[config.mk]
export PLATFORM = sky130hd
export DESIGN_NAME = gf2_rref_stream
export DESIGN_NICKNAME = d
export VERILOG_FILES = /design/src/rtl/gf2_pkg.sv /design/src/rtl/gf2_row_xor_bank.sv /design/src/rtl/gf2_rref_stream.sv
export SDC_FILE = /design/constraint.sdc
export NUM_CORES = 2
export LEC_CHECK = 0
export ABC_AREA = 1
export CAP_MARGIN = 10
export CORE_UTILIZATION = 30
export DETAILED_ROUTE_END_ITERATION = 6
export PLACE_DENSITY = 0.43
export SLEW_MARGIN = 40
export SYNTH_ARGS = -nofsm -noshare
export SYNTH_HDL_FRONTEND = slang
export SYNTH_SLANG_ARGS = --single-unit
[constraint.sdc]
create_clock -name clk -period 7.45 [get_ports clk]
set_clock_uncertainty 0.2 [all_clocks]
set_input_delay 2.235 -clock clk [delete_from_list [all_inputs] [get_ports clk]]
set_output_delay 2.235 -clock clk [all_outputs]
set_load 0.02 [all_outputs]
[src/rtl/gf2_pkg.sv]
// Shared definitions for the streaming GF(2) row-reduction block.
//   state_t  : controller states of gf2_rref_stream
//   col_bit  : maps a logical column index to its bit position in a row
//              (column 0 lives in the MSB of the row vector)
package gf2_pkg;

    typedef enum logic [2:0] {
        IDLE,
        LOAD,
        FIND,
        SWAP,
        ELIM,
        NEXT,
        CHECK,
        EMIT
    } state_t;

    function automatic int unsigned col_bit(input int unsigned c, input int unsigned max_cols);
        return max_cols - 1 - c;
    endfunction

endpackage

[src/rtl/gf2_row_xor_bank.sv]
// Parallel conditional-XOR elimination array (purely combinational).
//   mat_i     : current augmented matrix, one packed row per entry
//   piv_row_i : index of the pivot row
//   col_i     : logical pivot column
//   mat_o     : matrix with the pivot row XORed into every other row that
//               has a 1 in the pivot column; the pivot row itself is kept
module gf2_row_xor_bank
    import gf2_pkg::*;
#(
    parameter int MAX_ROWS = 16,
    parameter int MAX_COLS = 16,
    parameter int ROWS_W   = $clog2(MAX_ROWS + 1),
    parameter int COLS_W   = $clog2(MAX_COLS + 1)
) (
    input  logic [MAX_ROWS-1:0][MAX_COLS-1:0] mat_i,
    input  logic [ROWS_W-1:0]                 piv_row_i,
    input  logic [COLS_W-1:0]                 col_i,
    output logic [MAX_ROWS-1:0][MAX_COLS-1:0] mat_o
);

    localparam int RIDX_W = (MAX_ROWS > 1) ? $clog2(MAX_ROWS) : 1;
    localparam int CIDX_W = (MAX_COLS > 1) ? $clog2(MAX_COLS) : 1;

    logic [MAX_COLS-1:0] piv_row;
    logic [CIDX_W-1:0]   cbit;

    always_comb begin
        piv_row = mat_i[piv_row_i[RIDX_W-1:0]];
        cbit    = CIDX_W'(col_bit(32'(col_i), MAX_COLS));
        mat_o   = mat_i;
        for (int unsigned r = 0; r < MAX_ROWS; r++) begin
            if ((r != 32'(piv_row_i)) && mat_i[r][cbit]) begin
                mat_o[r] = mat_i[r] ^ piv_row;
            end
        end
    end

endmodule

[src/rtl/gf2_rref_stream.sv]
// Streaming GF(2) reduction of an augmented matrix [A|B] to RREF.
//   cfg_*      : job configuration (rows, used columns, RHS columns), accepted in IDLE
//   in_*       : input row stream, accepted in LOAD
//   out_*      : reduced row stream, produced in EMIT; out_last marks the final row
//   rank       : number of pivots found
//   pivot_mask : 1 per pivot column, same bit order as rows (column 0 = MSB)
//   consistent : 0 if a zero-coefficient row carries a nonzero RHS
//   busy       : controller not in IDLE
//   abort      : synchronous return to IDLE, wins over any handshake
module gf2_rref_stream
    import gf2_pkg::*;
#(
    parameter int MAX_ROWS = 16,
    parameter int MAX_COLS = 16,
    parameter int MAX_RHS  = 4,
    parameter int ROWS_W   = $clog2(MAX_ROWS + 1),
    parameter int COLS_W   = $clog2(MAX_COLS + 1),
    parameter int RHS_W    = $clog2(MAX_RHS + 1)
) (
    input  logic                clk,
    input  logic                rst_n,
    input  logic                abort,
    input  logic                cfg_valid,
    output logic                cfg_ready,
    input  logic [ROWS_W-1:0]   cfg_rows,
    input  logic [COLS_W-1:0]   cfg_cols,
    input  logic [RHS_W-1:0]    cfg_rhs,
    input  logic                in_valid,
    output logic                in_ready,
    input  logic [MAX_COLS-1:0] in_row,
    output logic                out_valid,
    input  logic                out_ready,
    output logic [MAX_COLS-1:0] out_row,
    output logic                out_last,
    output logic [ROWS_W-1:0]   rank,
    output logic [MAX_COLS-1:0] pivot_mask,
    output logic                consistent,
    output logic                busy
);

    localparam int RIDX_W = (MAX_ROWS > 1) ? $clog2(MAX_ROWS) : 1;
    localparam int CIDX_W = (MAX_COLS > 1) ? $clog2(MAX_COLS) : 1;

    typedef logic [MAX_ROWS-1:0][MAX_COLS-1:0] mat_t;

    state_t              state_q, state_d;
    mat_t                aug_q, aug_d;
    mat_t                elim_mat;
    logic [ROWS_W-1:0]   rows_q, rows_d;
    logic [COLS_W-1:0]   ncoef_q, ncoef_d;
    logic [MAX_COLS-1:0] colmask_q, colmask_d;
    logic [MAX_COLS-1:0] rhsmask_q, rhsmask_d;
    logic [ROWS_W-1:0]   cnt_q, cnt_d;
    logic [ROWS_W-1:0]   scan_q, scan_d;
    logic [RIDX_W-1:0]   piv_q, piv_d;
    logic [COLS_W-1:0]   col_q, col_d;
    logic [ROWS_W-1:0]   rank_q, rank_d;
    logic [MAX_COLS-1:0] pmask_q, pmask_d;
    logic                cons_q, cons_d;

    // clamped configuration
    logic [ROWS_W-1:0]   rows_c;
    logic [COLS_W-1:0]   cols_c;
    logic [RHS_W-1:0]    rhs_c;
    logic [COLS_W-1:0]   ncoef_c;
    logic [MAX_COLS-1:0] colmask_c;
    logic [MAX_COLS-1:0] rhsmask_c;

    logic [CIDX_W-1:0]   cbit;
    logic [ROWS_W-1:0]   rows_m1;

    gf2_row_xor_bank #(
        .MAX_ROWS (MAX_ROWS),
        .MAX_COLS (MAX_COLS),
        .ROWS_W   (ROWS_W),
        .COLS_W   (COLS_W)
    ) u_xor_bank (
        .mat_i     (aug_q),
        .piv_row_i (rank_q),
        .col_i     (col_q),
        .mat_o     (elim_mat)
    );

    // Configuration clamp and column masks
    always_comb begin
        rows_c = (32'(cfg_rows) > MAX_ROWS) ? ROWS_W'(MAX_ROWS) : cfg_rows;
        cols_c = (32'(cfg_cols) > MAX_COLS) ? COLS_W'(MAX_COLS) : cfg_cols;
        rhs_c  = (32'(cfg_rhs) > MAX_RHS) ? RHS_W'(MAX_RHS) : cfg_rhs;
        if (32'(rhs_c) > 32'(cols_c)) begin
            rhs_c = RHS_W'(cols_c);
        end
        ncoef_c   = cols_c - COLS_W'(rhs_c);
        colmask_c = '0;
        rhsmask_c = '0;
        for (int unsigned c = 0; c < MAX_COLS; c++) begin
            colmask_c[CIDX_W'(col_bit(c, MAX_COLS))] = (c < 32'(cols_c));
            rhsmask_c[CIDX_W'(col_bit(c, MAX_COLS))] = (c < 32'(cols_c)) && (c >= 32'(ncoef_c));
        end
    end

    // Next-state and outputs
    always_comb begin
        state_d   = state_q;
        aug_d     = aug_q;
        rows_d    = rows_q;
        ncoef_d   = ncoef_q;
        colmask_d = colmask_q;
        rhsmask_d = rhsmask_q;
        cnt_d     = cnt_q;
        scan_d    = scan_q;
        piv_d     = piv_q;
        col_d     = col_q;
        rank_d    = rank_q;
        pmask_d   = pmask_q;
        cons_d    = cons_q;

        cbit    = CIDX_W'(col_bit(32'(col_q), MAX_COLS));
        rows_m1 = rows_q - ROWS_W'(1);

        cfg_ready = (state_q == IDLE);
        in_ready  = (state_q == LOAD);
        busy      = (state_q != IDLE);
        out_valid = (state_q == EMIT) && (rows_q != '0);
        out_row   = out_valid ? aug_q[cnt_q[RIDX_W-1:0]] : '0;
        out_last  = out_valid && (cnt_q == rows_m1);

        unique case (state_q)
            IDLE: begin
                if (cfg_valid) begin
                    rows_d    = rows_c;
                    ncoef_d   = ncoef_c;
                    colmask_d = colmask_c;
                    rhsmask_d = rhsmask_c;
                    aug_d     = '0;
                    cnt_d     = '0;
                    col_d     = '0;
                    rank_d    = '0;
                    pmask_d   = '0;
                    cons_d    = 1'b1;
                    state_d   = (rows_c == '0) ? EMIT : LOAD;
                end
            end
            LOAD: begin
                if (in_valid) begin
                    aug_d[cnt_q[RIDX_W-1:0]] = in_row & colmask_q;
                    cnt_d = cnt_q + ROWS_W'(1);
                    if (cnt_q == rows_m1) begin
                        cnt_d   = '0;
                        scan_d  = '0;
                        // no coefficient columns: nothing to eliminate
                        state_d = (ncoef_q == '0) ? CHECK : FIND;
                    end
                end
            end
            FIND: begin
                if (aug_q[scan_q[RIDX_W-1:0]][cbit]) begin
                    piv_d   = scan_q[RIDX_W-1:0];
                    state_d = (scan_q == rank_q) ? ELIM : SWAP;
                end else if (scan_q == rows_m1) begin
                    state_d = NEXT;
                end else begin
                    scan_d = scan_q + ROWS_W'(1);
                end
            end
            SWAP: begin
                aug_d[rank_q[RIDX_W-1:0]] = aug_q[piv_q];
                aug_d[piv_q]              = aug_q[rank_q[RIDX_W-1:0]];
                state_d                   = ELIM;
            end
            ELIM: begin
                aug_d         = elim_mat;
                pmask_d[cbit] = 1'b1;
                rank_d        = rank_q + ROWS_W'(1);
                state_d       = NEXT;
            end
            NEXT: begin
                col_d = col_q + COLS_W'(1);
                if ((col_d == ncoef_q) || (rank_q == rows_q)) begin
                    state_d = CHECK;
                end else begin
                    scan_d  = rank_q;
                    state_d = FIND;
                end
            end
            CHECK: begin
                for (int unsigned r = 0; r < MAX_ROWS; r++) begin
                    if ((r >= 32'(rank_q)) && (r < 32'(rows_q)) && ((aug_q[r] & rhsmask_q) != '0)) begin
                        cons_d = 1'b0;
                    end
                end
                cnt_d   = '0;
                state_d = EMIT;
            end
            EMIT: begin
                if (rows_q == '0) begin
                    state_d = IDLE;
                end else if (out_ready) begin
                    if (cnt_q == rows_m1) begin
                        state_d = IDLE;
                    end else begin
                        cnt_d = cnt_q + ROWS_W'(1);
                    end
                end
            end
            default: state_d = IDLE;
        endcase

        if (abort) begin
            state_d = IDLE;
            rank_d  = '0;
            pmask_d = '0;
            cons_d  = 1'b0;
        end
    end

    always_ff @(posedge clk or negedge rst_n) begin
        if (!rst_n) begin
            state_q   <= IDLE;
            aug_q     <= '0;
            rows_q    <= '0;
            ncoef_q   <= '0;
            colmask_q <= '0;
            rhsmask_q <= '0;
            cnt_q     <= '0;
            scan_q    <= '0;
            piv_q     <= '0;
            col_q     <= '0;
            rank_q    <= '0;
            pmask_q   <= '0;
            cons_q    <= 1'b0;
        end else begin
            state_q   <= state_d;
            aug_q     <= aug_d;
            rows_q    <= rows_d;
            ncoef_q   <= ncoef_d;
            colmask_q <= colmask_d;
            rhsmask_q <= rhsmask_d;
            cnt_q     <= cnt_d;
            scan_q    <= scan_d;
            piv_q     <= piv_d;
            col_q     <= col_d;
            rank_q    <= rank_d;
            pmask_q   <= pmask_d;
            cons_q    <= cons_d;
        end
    end

    assign rank       = rank_q;
    assign pivot_mask = pmask_q;
    assign consistent = cons_q;

endmodule

==> results.md <==
- Cts hold-fix bufs: 0
- GR Overflow Total: 0
- R2r worst-path depth: 12
- Port Buf Inserts: 77
- Power Dens Cells: 349.8 nW/um^2
- HPWL Detailed: 231,200 um
- CTS H-tree lvls: 2
- Most common library cells after synthesis: nand2_1 (1,779), o21ai_0 (925), a21oi_1 (856)
- Area Overhead vs Synth: 9.748%
- Initial Utilization: 0.3024
- Netlist cell types: 56
- DRT Pass-1 Iters: 7
- Rel. slew slack: 0.3061
- Vias in the first global route: 49,230
- Filler instances: 15,250
- Post-synth top flop: dfrtp_1
- Via count: 57,160
- Clock Path Buffers: 3
- Number of max-cap violations: 0
- Synth Warn #: 0
- Cells after Synth: 7,119
- VDD IR max: 215.4 uV
- Static Leakage: 19.05 nW
- Crit path DAT: 4.21 ns
- Synth Area per Inst: 5.755 sq um
- Clk pin slew, worst setup/hold paths: 0.06 ns
- Die width: 371.6 um
- Slew @ Worst Pin: 1.041 ns
- Post-synth top area cell: dfrtp_1
- RSZ-0062 raised after global routing: false
- NumNets Final: 6,895
- CTS Root Cell: clkbuf_16
- TritonCTS buffer count: 48
- Met2 WL: 131,000 um
- All-Layer GR Usage: 0.4717
- Clk sinks: 342
- Synthesis-stage register bit count: 342
- Total Wirelength: 337,200 um
- Hold Path Depth: 2
- Mapped Nets: 7,177
- Initial drt markers: 9,590
- GPL Wtd Cong: 1.120
- Failing checks: DRC
- TritonCTS clock tree: done
- Metal-1 WL: 128,700 um
- Share of post-route cells with drive strength above 1: 0.07524
- Post-Syn Area: 40,970 sq um
- Largest net degree at the start of global routing: 175
- Synth area leaders: dfrtp_1 (21%), nand2_1 (16%), o21ai_0 (11%)
- Final ANT Viol Nets: 0
- Status: finished with violations
- Row cnt: 135
- Die area: 138,100 sq um
- Die Ht: 371.6 um
- Share of the synthesized area in the top cell type: 0.2089
- Final cycle utilization of the critical path: 0.8918
- Worst Path Max Fanout: 26
- Highest clock rate: 150.5 MHz
- Antenna violations before repair: 27
- Post-synthesis sequential area ratio: 0.2089
- Area of the multi-input gates: 27,810 sq um
- Reg area: 8573 sq um
- Endpoints failing setup: 0
- EDFF count, synth: 0
- Global-route wire length before repair: 447,700 um
- Ports: 78
- Number of setup buffers added after CTS: 0
- Post-Route Utilization: 0.3319
- WL/cell: 38.94 um
- Setup crit start kind: register
- Ys async rst share: 1.000
- Fin Setup TNS: 0 ns
- Remaining DRCs: 16
- Endpoints failing hold: 0
- Max layer used: met5
- Pins over their slew limit: 0
- Critical Path RT: 5.02 ns
- Most frequent cell after synthesis: nand2_1
- Worst Hold Class: reg2reg
- Final min period: 6.644 ns
- Core area: 135,500 sq um
- CTS resizes: 0
- Skew-Pair Late Insertion Delay: 0.70 ns
- Met3 WL: 45,440 um
- Critical Path Sink Type: primary output
- Vias per cell: 6.600
- CP Class: reg2out
==> metrics by stage <==
step	worst slack [ns]	cell area (sq um)	hold slack [ns]	std cells	power, mW
2_1_floorplan	1.847	40970	0.2488	7119	7.665
3_3_place_gp	0.4981	42920	0.2667	8552	12.38
3_5_place_dp	0.5891	43280	0.2847	8565	12.50
4_1_cts	0.9817	44850	0.3013	8649	14.94
5_1_grt	0.7938	44940	0.3190	8652	15.78
6_report	0.8060	44970	0.2879	8661	15.73
==> routing by layer <==
layer / up-vias / global-route usage
li1: 24110 / -
met1: 27550 / 0.5973
met2: 4417 / 0.6392
met3: 1059 / 0.1674
met4: 18 / 0.3749
met5: - / 0
==> worst max-delay path, stage by stage, from the launching register on <==
cell,delay (ns)
dfrtp_2,0.62
clkinv_2,0.60
buf_4,0.46
a21oi_1,0.13
o21ai_0,0.10
a21oi_1,0.62
o41a_1,0.32
clkdlybuf4s50_1,0.64
==> flip-flops by register name, indices dropped and copies added (netlist names) <==
signal      flops
aug_q         256
pivot_mask     16
state_q         3
rows_q          5
ncoef_q         5
scan_q          5
cnt_q           5
colmask_q      16
consistent      1
col_q           5
rank            5
rhsmask_q      16
piv_q           4
==> cells by family (layout without fill, tap and decap cells) <==
| kind of cell | count (synthesis) | count (layout) | share of synthesized area |
|---|---|---|---|
| fa+ha+maj | 23 | 23 | 0.007207 |
| xor+xnor | 15 | 15 | 0.003206 |
| buf+inv | 1116 | 868 | 0.1194 |
| simple gates | 2920 | 2920 | 0.2971 |
| flops | 342 | 342 | 0.2089 |
| other cells | 0 | 9 | 0 |
| compound gates | 2703 | 2703 | 0.3641 |
==> path summary, 6_finish.rpt <==
| path | start | to | slack [ns] |
|---|---|---|---|
| worst max-delay path | cnt_q[1]$_DFFE_PN0P_ | out_row[0] | 0.81 |
| worst min-delay path | consistent$_DFFE_PN0P_ | consistent$_DFFE_PN0P_ | 0.29 |
| worst max register to register | rank[0]$_DFFE_PN0P_ | aug_q[235]$_DFFE_PN0P_ | 1.89 |
| worst min register to register | consistent$_DFFE_PN0P_ | consistent$_DFFE_PN0P_ | 0.29 |
| max in group asynchronous | rst_n | aug_q[209]$_DFFE_PN0P_ | 4.38 |
| min in group asynchronous | rst_n | aug_q[11]$_DFFE_PN0P_ | 1.27 |
==> cells in the final DEF, fill, tap and decap left out, types with 18 or more instances in the layout <==
master	instances
a21oi_1	851
o21ai_1	219
nand4_1	33
inv_2	52
nor2_4	26
nor2_1	427
inv_1	383
ha_1	22
nor2_2	18
nand2_4	20
nand3_1	565
o211ai_1	105
o22ai_1	462
nand2_2	37
clkdlybuf4s50_1	76
o21ai_0	918
o221ai_1	65
dfrtp_1	334
buf_4	222
nand2_1	1760
clkbuf_16	48
==> layout make-up <==
| class | instances | share of cell area |
|---|---|---|
| inverters | 457 | 0.03879 |
| repair buffers | 327 | 0.06714 |
| diodes | 9 | 0.0005009 |
| multi-input cells | 5661 | 0.6184 |
| well taps | 1781 | 0.04956 |
| flip-flops and latches | 342 | 0.1907 |
| clock inverters | 9 | 0.003283 |
| clock buffers | 75 | 0.03164 |
==> where the power goes <==
group          total (mW)  leakage [nW]  switching, mW  internal (mW)
Combinational        10.7          13.6           8.64           2.10
Clock                2.43         0.760           1.08           1.35
Sequential           2.56          4.69          0.480           2.08
Total                15.7          19.1           10.2           5.53
No activity file was read; power rests on OpenSTA's default activity.
